===== config.mk =====
export PLATFORM = sky130hd
export DESIGN_NAME = apb4_mmio_bridge
export DESIGN_NICKNAME = d
export VERILOG_FILES = /design/src/rtl/apb4_mmio_bridge.sv
export SDC_FILE = /design/constraint.sdc
export NUM_CORES = 1
export LEC_CHECK = 0
export BUFFER_PORTS_ARGS = -buffer_cell sky130_fd_sc_hd__buf_2
export CORE_UTILIZATION = 40
export DETAILED_ROUTE_END_ITERATION = 10
export PLACE_DENSITY = 0.8
export SLEW_MARGIN = 10
export SYNTH_ARGS = -nofsm -noshare
export SYNTH_HDL_FRONTEND = slang
export SYNTH_SLANG_ARGS = --single-unit

===== constraint.sdc =====
create_clock -name clk_i -period 7.5 [get_ports clk_i]
set_clock_uncertainty 0.1 [all_clocks]
set_input_delay 0 -clock clk_i [delete_from_list [all_inputs] [get_ports clk_i]]
set_output_delay 0 -clock clk_i [all_outputs]
set_load 0.005 [all_outputs]

===== src/rtl/apb4_mmio_bridge.sv =====
// APB4 completer bridging onto a simple MMIO requester port, with address-window
// decode, one-wait-state writes and handshaked reads bounded by a timeout counter.
`timescale 1ns/1ps
module apb4_mmio_bridge #(
   parameter int          A_WIDTH   = 32,
   parameter int          D_WIDTH   = 32,
   parameter int unsigned ADDR_BASE = 0,
   parameter int unsigned ADDR_SIZE = 0,
   parameter int unsigned TIMEOUT   = 256
) (
   input  logic                   clk_i,
   input  logic                   rst_i,
   input  logic                   s_apb_psel,
   input  logic                   s_apb_penable,
   input  logic                   s_apb_pwrite,
   input  logic [A_WIDTH-1:0]     s_apb_paddr,
   input  logic [D_WIDTH-1:0]     s_apb_pwdata,
   input  logic [D_WIDTH/8-1:0]   s_apb_pstrb,
   output logic [D_WIDTH-1:0]     s_apb_prdata,
   output logic                   s_apb_pready,
   output logic                   s_apb_pslverr,
   output logic                   m_mmio_wr_en,
   output logic [A_WIDTH-1:0]     m_mmio_wr_addr,
   output logic [D_WIDTH-1:0]     m_mmio_wr_data,
   output logic [D_WIDTH/8-1:0]   m_mmio_wr_byteen,
   output logic                   m_mmio_rd_en,
   output logic [A_WIDTH-1:0]     m_mmio_rd_addr,
   input  logic [D_WIDTH-1:0]     m_mmio_rd_data,
   input  logic                   m_mmio_rd_valid
);

   localparam int S_WIDTH = D_WIDTH / 8;
   localparam int C_WIDTH = (TIMEOUT > 0) ? $clog2(TIMEOUT + 1) : 1;
   localparam logic [C_WIDTH-1:0] CNT_LAST = (TIMEOUT > 0) ? C_WIDTH'(TIMEOUT - 1) : '0;
   localparam logic [A_WIDTH-1:0] BASE = A_WIDTH'(ADDR_BASE);
   localparam logic [A_WIDTH-1:0] SIZE = A_WIDTH'(ADDR_SIZE);
   localparam bit HAS_TIMEOUT = (TIMEOUT != 0);
   localparam bit NO_DECODE   = (ADDR_SIZE == 0);

   typedef enum logic [2:0] {
      IDLE,
      WR,
      RD,
      RD_WAIT,
      ERR,
      RESP
   } state_t;

   state_t               state_reg;
   logic [C_WIDTH-1:0]   cnt_reg;
   logic [A_WIDTH-1:0]   addr_reg;
   logic [D_WIDTH-1:0]   wdata_reg;
   logic [S_WIDTH-1:0]   byteen_reg;
   logic                 wr_en_reg;
   logic                 rd_en_reg;
   logic [D_WIDTH-1:0]   prdata_reg;
   logic                 pready_reg;
   logic                 pslverr_reg;

   logic [A_WIDTH-1:0]   offset;
   logic                 in_window;

   // The subtraction wraps for addresses below the base, so the lower-bound test is explicit.
   always_comb begin
      offset    = s_apb_paddr - BASE;
      in_window = NO_DECODE || ((s_apb_paddr >= BASE) && (offset < SIZE));
   end

   always_ff @(posedge clk_i or posedge rst_i) begin
      if (rst_i) begin
         state_reg   <= IDLE;
         cnt_reg     <= '0;
         addr_reg    <= '0;
         wdata_reg   <= '0;
         byteen_reg  <= '0;
         wr_en_reg   <= 1'b0;
         rd_en_reg   <= 1'b0;
         prdata_reg  <= '0;
         pready_reg  <= 1'b0;
         pslverr_reg <= 1'b0;
      end else if (state_reg != IDLE && !s_apb_psel) begin
         // Requester walked away mid-transfer: drop everything, keep the last read data.
         wr_en_reg   <= 1'b0;
         rd_en_reg   <= 1'b0;
         pready_reg  <= 1'b0;
         pslverr_reg <= 1'b0;
         state_reg   <= IDLE;
      end else begin
         case (state_reg)
            IDLE: begin
               if (s_apb_psel && !s_apb_penable) begin
                  addr_reg   <= offset;
                  wdata_reg  <= s_apb_pwdata;
                  byteen_reg <= s_apb_pstrb;
                  if (!in_window) begin
                     state_reg <= ERR;
                  end else if (s_apb_pwrite) begin
                     wr_en_reg <= |s_apb_pstrb;
                     state_reg <= WR;
                  end else begin
                     rd_en_reg <= 1'b1;
                     state_reg <= RD;
                  end
               end
            end
            WR: begin
               wr_en_reg   <= 1'b0;
               pready_reg  <= 1'b1;
               pslverr_reg <= 1'b0;
               state_reg   <= RESP;
            end
            RD: begin
               rd_en_reg <= 1'b0;
               if (m_mmio_rd_valid) begin
                  prdata_reg  <= m_mmio_rd_data;
                  pslverr_reg <= 1'b0;
                  pready_reg  <= 1'b1;
                  state_reg   <= RESP;
               end else begin
                  cnt_reg   <= '0;
                  state_reg <= RD_WAIT;
               end
            end
            RD_WAIT: begin
               cnt_reg <= cnt_reg + C_WIDTH'(1);
               // Data arriving on the last allowed cycle still beats the timeout.
               if (m_mmio_rd_valid) begin
                  prdata_reg  <= m_mmio_rd_data;
                  pslverr_reg <= 1'b0;
                  pready_reg  <= 1'b1;
                  state_reg   <= RESP;
               end else if (HAS_TIMEOUT && cnt_reg == CNT_LAST) begin
                  prdata_reg  <= '0;
                  pslverr_reg <= 1'b1;
                  pready_reg  <= 1'b1;
                  state_reg   <= RESP;
               end
            end
            ERR: begin
               prdata_reg  <= '0;
               pslverr_reg <= 1'b1;
               pready_reg  <= 1'b1;
               state_reg   <= RESP;
            end
            RESP: begin
               pready_reg  <= 1'b0;
               pslverr_reg <= 1'b0;
               state_reg   <= IDLE;
            end
            default: state_reg <= IDLE;
         endcase
      end
   end

   assign s_apb_prdata     = prdata_reg;
   assign s_apb_pready     = pready_reg;
   assign s_apb_pslverr    = pslverr_reg;
   assign m_mmio_wr_en     = wr_en_reg;
   assign m_mmio_wr_addr   = addr_reg;
   assign m_mmio_wr_data   = wdata_reg;
   assign m_mmio_wr_byteen = byteen_reg;
   assign m_mmio_rd_en     = rd_en_reg;
   assign m_mmio_rd_addr   = addr_reg;

endmodule


==> results by group, run 1 <==
Outcome
  – Status: finished, violations left
  – Violated checks: design-rule violations

Worst setup path
  – Max FO, Critical Path: 70
  – CP peak stage delay: 0.65 ns
  – R2R depth: 5
  – WP data required: 7.68 ns
  – Crit path DAT: 2.63 ns
  – WP buf/inv: 2
  – CP Class: reg2reg
  – Crit. path cell count: 5
  – CP Capture Type: flip-flop
  – CP Cell Sequence: nor3_2, nand2_2, buf_4, o21ai_0, dlygate4sd3_1
  – CP max-delay cell: buf_4
  – CP Launch Type: flip-flop
  – Top delay family on crit path: buffers and inverters

CTS
  – H-tree levels: 4
  – Root Buffer: clkbuf_16
  – Clk_lat worst skew: 0.40 ns
  – Post-CTS Setup Bufs: 0
  – Clock buffer depth: 2
  – Clock sink count: 116
  – Reg clk slew, reported paths: 0.05 ns
  – Post-cts resize count: 0
  – CTS tree: yes
  – CTS Buf Count: 17

STA
  – Min cycle time layout: 2.44 ns
  – Fin crit share: 0.326
  – Max-slew violations: 0
  – Rel. slew slack: 0.221
  – Slew @ Worst Pin: 1.17 ns
  – Setup TNS: 0 ns
  – RSZ-0062 raised after global routing: false
  – Final Hold Violating Endpoints: 0
  – Max Freq: 0.409 GHz
  – Final Setup Violations: 0
  – Final worst slack: 5.06 ns

Placement
  – Port-buffer cells: 241
  – Dpl cell area: 0.00584 mm2
  – Dpl hpwl: 7870 um
  – DP Worst Slack: 4.85 ns
  – GP Congestion: 0.781

Global routing
  – Grt ovf: 0
  – Initial antenna violation count: 0
  – Global Route Usage Sum: 0.223
  – First-pass GRT wire length: 21500 um
  – Vias in the first global route: 4325
  – Largest net degree at the start of global routing: 71

Logic synthesis
  – Register area share after synthesis: 0.605
  – Avg Inst Size Synth: 13.7 um2
  – Seq cells post-synth: 116
  – Count of unique library cells instantiated by Yosys: 38
  – Syn Inst Count: 349
  – Netlist Area Pre-Place: 0.00479 mm2
  – Syn_nets: 457
  – YS warnings: 0

Power
  – Maximum vdd drop: 249 uV
  – PwrDens: 362 mW/mm2
  – Leakage: 3.79 nW
  – Power consumption: 2.73 mW

Floorplan
  – Die ar.: 0.0124 mm2
  – Initial Util: 0.415
  – CORE AREA: 0.0116 mm2
  – Chip Height: 111 um
  – I/O pins: 242
  – Cell Rows: 39
  – Chip Width: 111 um

Layout
  – Ant diodes: 0
  – # fillers: 803
  – Design Area, Final: 0.00754 mm2
  – Share of cells above drive strength 1: 0.509
  – Area grow syn2layout: 57.2%
  – Most common cell after layout, fill and taps aside: buf_2
  – Commonest non-fill, non-tap cells in the layout: buf_2 (241), dfrtp_1 (116), dlygate4sd3_1 (107)
  – Final net count: 774

Route
  – Post-route DRC: 18
  – Routed vias: 4007
  – Post-route ant nets: 0
  – Starting DRT DRC Count: 271
  – DR WL/cell: 16.4 um
  – WL final: 13400 um
  – Via density: 4.88
  – DR pass1 iterations: 8

Min path
  – Hold Path Class: in2async

Job
  – Max-cap violations: 0
[routing by layer]
metal / global-route usage / wire length [um]
met5: 0 / 0
met4: 0.132 / 489
met3: 0.0593 / 750
met2: 0.399 / 7130
met1: 0.237 / 5080
[area by class of cell]
cell class                      instances  area (um2)  share of cell area
Clock buffer                           21         460              0.0611
Clock inverter                         10         155              0.0206
Inverter                                4        17.5             0.00232
Multi-Input combinational cell        177        1530               0.203
Sequential cell                       116        2900               0.385
Tap cell                              143         179              0.0237
Timing Repair Buffer                  350        2290               0.304
[worst paths after layout]
kind                                     startpoint                              to  slack [ns]
max                        state_reg[2]$_DFFE_PP0P_        m_mmio_rd_en$_DFFE_PP0P_        5.06
min                                           rst_i  m_mmio_rd_addr[24]$_DFFE_PP0P_        0.15
max reg2reg                state_reg[2]$_DFFE_PP0P_        m_mmio_rd_en$_DFFE_PP0P_        5.06
min reg2reg                  cnt_reg[8]$_DFFE_PP0P_          cnt_reg[8]$_DFFE_PP0P_        0.39
max in group asynchronous                     rst_i          cnt_reg[4]$_DFFE_PP0P_        5.87
min in group clk_i                  s_apb_pwdata[0]   m_mmio_wr_data[0]$_DFFE_PP0P_        0.25
[worst reg2reg max path: cells and delay by family (launching register included)]
family                 cells  cell delay (ns)
buffers and inverters      2             1.24
AO/OA/AOI/OAI              1             0.15
flip-flops                 1             0.62
AND/OR/NAND/NOR            2             0.22
[report_power, final]
part | leakage [nW] | total, mW | internal [mW] | switching, mW
logic | 2.05 | 0.820 | 0.488 | 0.332
registers | 1.44 | 1.07 | 0.891 | 0.181
clock network | 0.299 | 0.837 | 0.568 | 0.269
[through the flow]
step                      hold WS [ns]   util  cells
after detailed placement        0.0288  0.505    683
final                            0.151  0.652    821
after global placement         0.00884  0.505    683
after global routing             0.195  0.652    821
after floorplan                 0.0117      -    349
after CTS                        0.134  0.651    821
[cell families after synthesis]
family                   synth area share
flip-flops                          0.605
multiplexers                        0.162
AO/OA/AOI/OAI                      0.0919
buffers and inverters              0.0780
AND/OR/NAND/NOR                    0.0501
XOR/XNOR                          0.00731
adder cells (fa/ha/maj)           0.00522
[timing repair]
action	4_1_cts	5_1_grt
setup endpoints to repair	0	0
endpoints found under the hold margin	163	0
hold buffers	107	0
[Yosys cell counts]
master    instances  area, um2
o32ai_1           1       8.76
dfrtp_1         116       2900
o211ai_1          1       7.51
o22ai_1           1       6.26
nand3_1           2       10.0
nor2b_1           1       6.26
nor3_2            1       10.0
and4b_1           1       10.0
nor3_1            3       15.0
or3_1             1       6.26
a211oi_1          1       7.51
mux2_2           69        777
o21bai_1          1       7.51
o21ai_0           9       45.0
o21a_1            1       7.51
clkbuf_1          2       7.51
a21oi_1           4       20.0
nand2b_1          3       18.8
buf_2            14       70.1
xor2_1            4       35.0
or4_1             2       15.0
nand2_1          12       45.0
nor2_1            8       30.0
a32o_1            1       10.0
o41ai_1           1       8.76
buf_6             3       33.8
ha_1              2       25.0
and4_1            1       8.76
o211a_1           1       10.0
a22oi_1           1       7.51
inv_1             4       15.0
and3b_1           1       8.76
and2_1            5       31.3
nand4_1           3       18.8
nor4_1            1       6.26
o21ai_1           1       5.00
buf_4            33        248
a22o_1           33        289
(Power assumes the default switching activity.)
==> inputs of run 2 (changes only) <==
Settings changed: ABC_AREA set to 1, PLACE_DENSITY 0.8 to 0.81.
Clock period 7.5 ns to 1.95 ns, I/O delays scaled along.
==> results by group, run 2 <==
STA
  – Slew @ Worst Pin: 0.609 ns (was 1.17 ns)
  – Final Setup Violations: 0 (unchanged)
  – Max-slew violations: 0 (unchanged)
  – Min cycle time layout: 1.85 ns (was 2.44 ns)
  – Final Hold Violating Endpoints: 0 (unchanged)
  – Max Freq: 0.541 GHz (was 0.409 GHz)
  – Rel. slew slack: 0.594 (was 0.221)
  – RSZ-0062 raised after global routing: true (was false)
  – Fin crit share: 0.948 (was 0.326)

Worst setup path
  – Max FO, Critical Path: 32 (was 70)
  – CP peak stage delay: 0.36 ns (was 0.65 ns)
  – CP Class: reg2reg (unchanged)
  – Most common cell on crit path: nand2_1
  – RR Endpoint: s_apb_prdata[18]$_DFFE_PP0P_ (was m_mmio_rd_en$_DFFE_PP0P_)
  – Worst reg2reg path startpoint: cnt_reg[0]$_DFFE_PP0P_ (was state_reg[2]$_DFFE_PP0P_)
  – R2R depth: 10 (was 5)
  – Launch point of the worst path: cnt_reg[0]$_DFFE_PP0P_ (was state_reg[2]$_DFFE_PP0P_)
  – Crit path DAT: 2.03 ns (was 2.63 ns)
  – CP max-delay cell: dfrtp_1 (was buf_4)
  – CP Capture Type: flip-flop (unchanged)
  – R2R Setup Slk: 0.10 ns (was 5.06 ns)
  – CP Cell Sequence: ha_2, nand3_1, nor2_1, ha_1, inv_1, o211ai_1, nand2_2, buf_12, nand2_1, nand2_1 (was nor3_2, nand2_2, buf_4, o21ai_0, dlygate4sd3_1)
  – CP Launch Type: flip-flop (unchanged)
  – WP data required: 2.13 ns (was 7.68 ns)

Layout
  – Commonest non-fill, non-tap cells in the layout: nand2_1 (336), buf_2 (241), dfrtp_1 (114) (was buf_2 (241), dfrtp_1 (116), dlygate4sd3_1 (107))
  – Share of cells above drive strength 1: 0.317 (was 0.509)
  – # fillers: 998 (was 803)
  – Multi-input gate area: 0.00182 mm2 (was 0.00153 mm2)
  – Most common cell after layout, fill and taps aside: nand2_1 (was buf_2)
  – Final net count: 1109 (was 774)
  – Ant diodes: 0 (unchanged)
  – Area grow syn2layout: 55.8% (was 57.2%)
  – Util after Layout: 0.647 (was 0.652)
  – Reg area: 0.00291 mm2 (was 0.00290 mm2)

Floorplan
  – Cell Rows: 41 (was 39)
  – Initial Util: 0.415 (about the same)
  – I/O pins: 242 (unchanged)
  – Chip Height: 117 um (was 111 um)
  – CORE AREA: 0.0128 mm2 (was 0.0116 mm2)
  – Die ar.: 0.0138 mm2 (was 0.0124 mm2)
  – Chip Width: 117 um (was 111 um)

Power
  – Leakage: 4.77 nW (was 3.79 nW)
  – Maximum vdd drop: 1030 uV (was 249 uV)
  – PwrDens: 1430 mW/mm2 (was 362 mW/mm2)
  – Power consumption: 11.8 mW (was 2.73 mW)

Route
  – Starting DRT DRC Count: 343 (was 271)
  – DR WL/cell: 14.1 um (was 16.4 um)
  – Routed vias: 5503 (was 4007)
  – DR pass1 iterations: 5 (was 8)
  – Post-route ant nets: 0 (unchanged)
  – WL final: 16700 um (was 13400 um)
  – Post-route DRC: 0 (was 18)
  – Via density: 4.64 (was 4.88)

Job
  – Max-cap violations: 0 (unchanged)

Min path
  – Hold Path Class: in2reg (was in2async)
  – Hold path endpoint: m_mmio_rd_addr[12]$_DFFE_PP0P_
  – Hold_sp: s_apb_paddr[12]
  – Hold path cells: 4

Logic synthesis
  – YS warnings: 0 (unchanged)
  – Area fraction of the dominant cell type after synthesis: 0.545 (was 0.605)
  – Post-synth top cells: nand2_1 (337), dfrtp_1 (116), inv_1 (48), nor2_1 (45), buf_4 (36) (was dfrtp_1 (116), mux2_2 (69), a22o_1 (33), buf_4 (33), buf_2 (14))
  – Count of unique library cells instantiated by Yosys: 23 (was 38)
  – Most common cell in the synthesized netlist: nand2_1 (was dfrtp_1)
  – Post-synth EDFFs: 0 (unchanged)
  – Syn_nets: 774 (was 457)
  – Seq cells post-synth: 116 (unchanged)
  – Syn Inst Count: 666 (was 349)
  – Register area share after synthesis: 0.545 (was 0.605)
  – Synth area leaders: dfrtp_1 (54%), nand2_1 (24%), buf_4 (5.1%) (was dfrtp_1 (61%), mux2_2 (16%), a22o_1 (6.0%))
  – Synth area leader: dfrtp_1 (unchanged)
  – Async set or reset register ratio after synthesis: 1.00 (unchanged)
  – Avg Inst Size Synth: 8.00 um2 (was 13.7 um2)
  – Synth Flop Type: dfrtp_1 (unchanged)
  – Netlist Area Pre-Place: 0.00533 mm2 (was 0.00479 mm2)

CTS
  – H-tree levels: 4 (unchanged)
  – Root Buffer: clkbuf_16 (unchanged)
  – Clock buffer depth: 2 (unchanged)
  – Reg clk slew, reported paths: 0.06 ns (was 0.05 ns)
  – Clk_lat worst skew: 0.40 ns (about the same)
  – CTS Buf Count: 17 (unchanged)
  – CTS tree: yes (unchanged)
  – Clock sink count: 116 (unchanged)

Global routing
  – Global Route Usage Sum: 0.252 (was 0.223)
  – GR Layer Usage met3: 0.0627 (was 0.0593)
  – GRT busiest layer: met2 (unchanged)
  – Vias in the first global route: 5661 (was 4325)
  – Largest net degree at the start of global routing: 117 (was 71)
  – First-pass GRT wire length: 27500 um (was 21500 um)
  – GR Util met1: 0.292 (was 0.237)
  – Initial antenna violation count: 0 (unchanged)
  – Met2 usage: 0.422 (was 0.399)
  – Grt ovf: 0 (unchanged)

Placement
  – GP Congestion: 0.815 (was 0.781)
  – Dpl hpwl: 9060 um (was 7870 um)
  – Port-buffer cells: 241 (unchanged)

Outcome
  – Status: complete, no violations (was finished, violations left)
## run 2: cell types whose count changed in the layout (fill, tap and decap cells not counted), moves of 5 or more
| cell | previous run | this run |
|---|---|---|
| and2_1 | 5 | 0 |
| buf_4 | 2 | 17 |
| buf_12 | 0 | 6 |
| nor2_1 | 8 | 44 |
| inv_1 | 3 | 47 |
| nand3_1 | 2 | 20 |
| inv_2 | 0 | 8 |
| a22o_1 | 33 | 0 |
| nand2_1 | 11 | 336 |
| mux2_2 | 69 | 0 |
## run 2: routing by layer
metal  up-vias  share of wire
met4         0          0.034
met3        54          0.068
met2       289           0.50
met1      2518           0.40
li1       2642              -
met5         -              0
## run 2: cells by family (layout without fill, tap and decap cells)
family	count (synthesis)	in the layout	synth area share
AO/OA/AOI/OAI	17	17	0.0181
buffers and inverters	112	459	0.118
AND/OR/NAND/NOR	418	419	0.312
adder cells (fa/ha/maj)	2	2	0.00470
flip-flops	116	116	0.545
XOR/XNOR	1	1	0.00164
## run 2: how the worst max path moves through the flow
stage / to / cells past startpoint
final: s_apb_prdata[18]$_DFFE_PP0P_ / 10
after detailed placement: s_apb_prdata[11]$_DFFE_PP0P_ / 10
after global routing: s_apb_prdata[18]$_DFFE_PP0P_ / 10
after CTS: s_apb_prdata[18]$_DFFE_PP0P_ / 10
after floorplan: s_apb_prdata[10]$_DFFE_PP0P_ / 10
after global placement: s_apb_prdata[6]$_DFFE_PP0P_ / 10
## run 2: report_power, final
group	internal [mW]	switching (mW)
combinational	2.01	2.42
sequential	3.45	0.733
clock	2.06	1.15
total	7.53	4.29
## run 2: area by class of cell
cell class                 count  share of cell area
multi-input combinational    439               0.220
timing repair buffer         371               0.304
sequential                   116               0.350
inverter                      56              0.0258
clock buffer                  19              0.0534
clock inverter                13              0.0210
tap                          172              0.0259
## run 2: worst max-delay path: cells and delay by family (launching register included)
kind                     cells  cell delay, ns
flip-flops                   1            0.36
adder cells (fa/ha/maj)      2            0.34
buffers and inverters        2            0.23
AO/OA/AOI/OAI                1            0.24
AND/OR/NAND/NOR              5            0.45
## run 2: what timing repair did
action | 4_1_cts | 5_1_grt
endpoints found under the hold margin | 229 | 0
pin swaps | 2 | 2
gates cloned | 1 | 0
gates resized for setup | 1 | 6
buffers inserted | 2 | 8
setup endpoints to repair | 32 | 34
hold buffers | 107 | 0
## run 2: metrics by stage
step                      cell area, um2  cells  setup slack [ns]  TNS (ns)  hold WS, ns
after floorplan                     5330    666             0.159         0      0.00962
after global placement              6490   1036           -0.0475     -1.32       0.0911
after detailed placement            6490   1036            -0.131     -3.34       0.0960
after CTS                           8220   1178           0.00504         0        0.204
after global routing                8300   1186           -0.0939     -1.25        0.216
final                               8300   1186             0.101         0        0.224
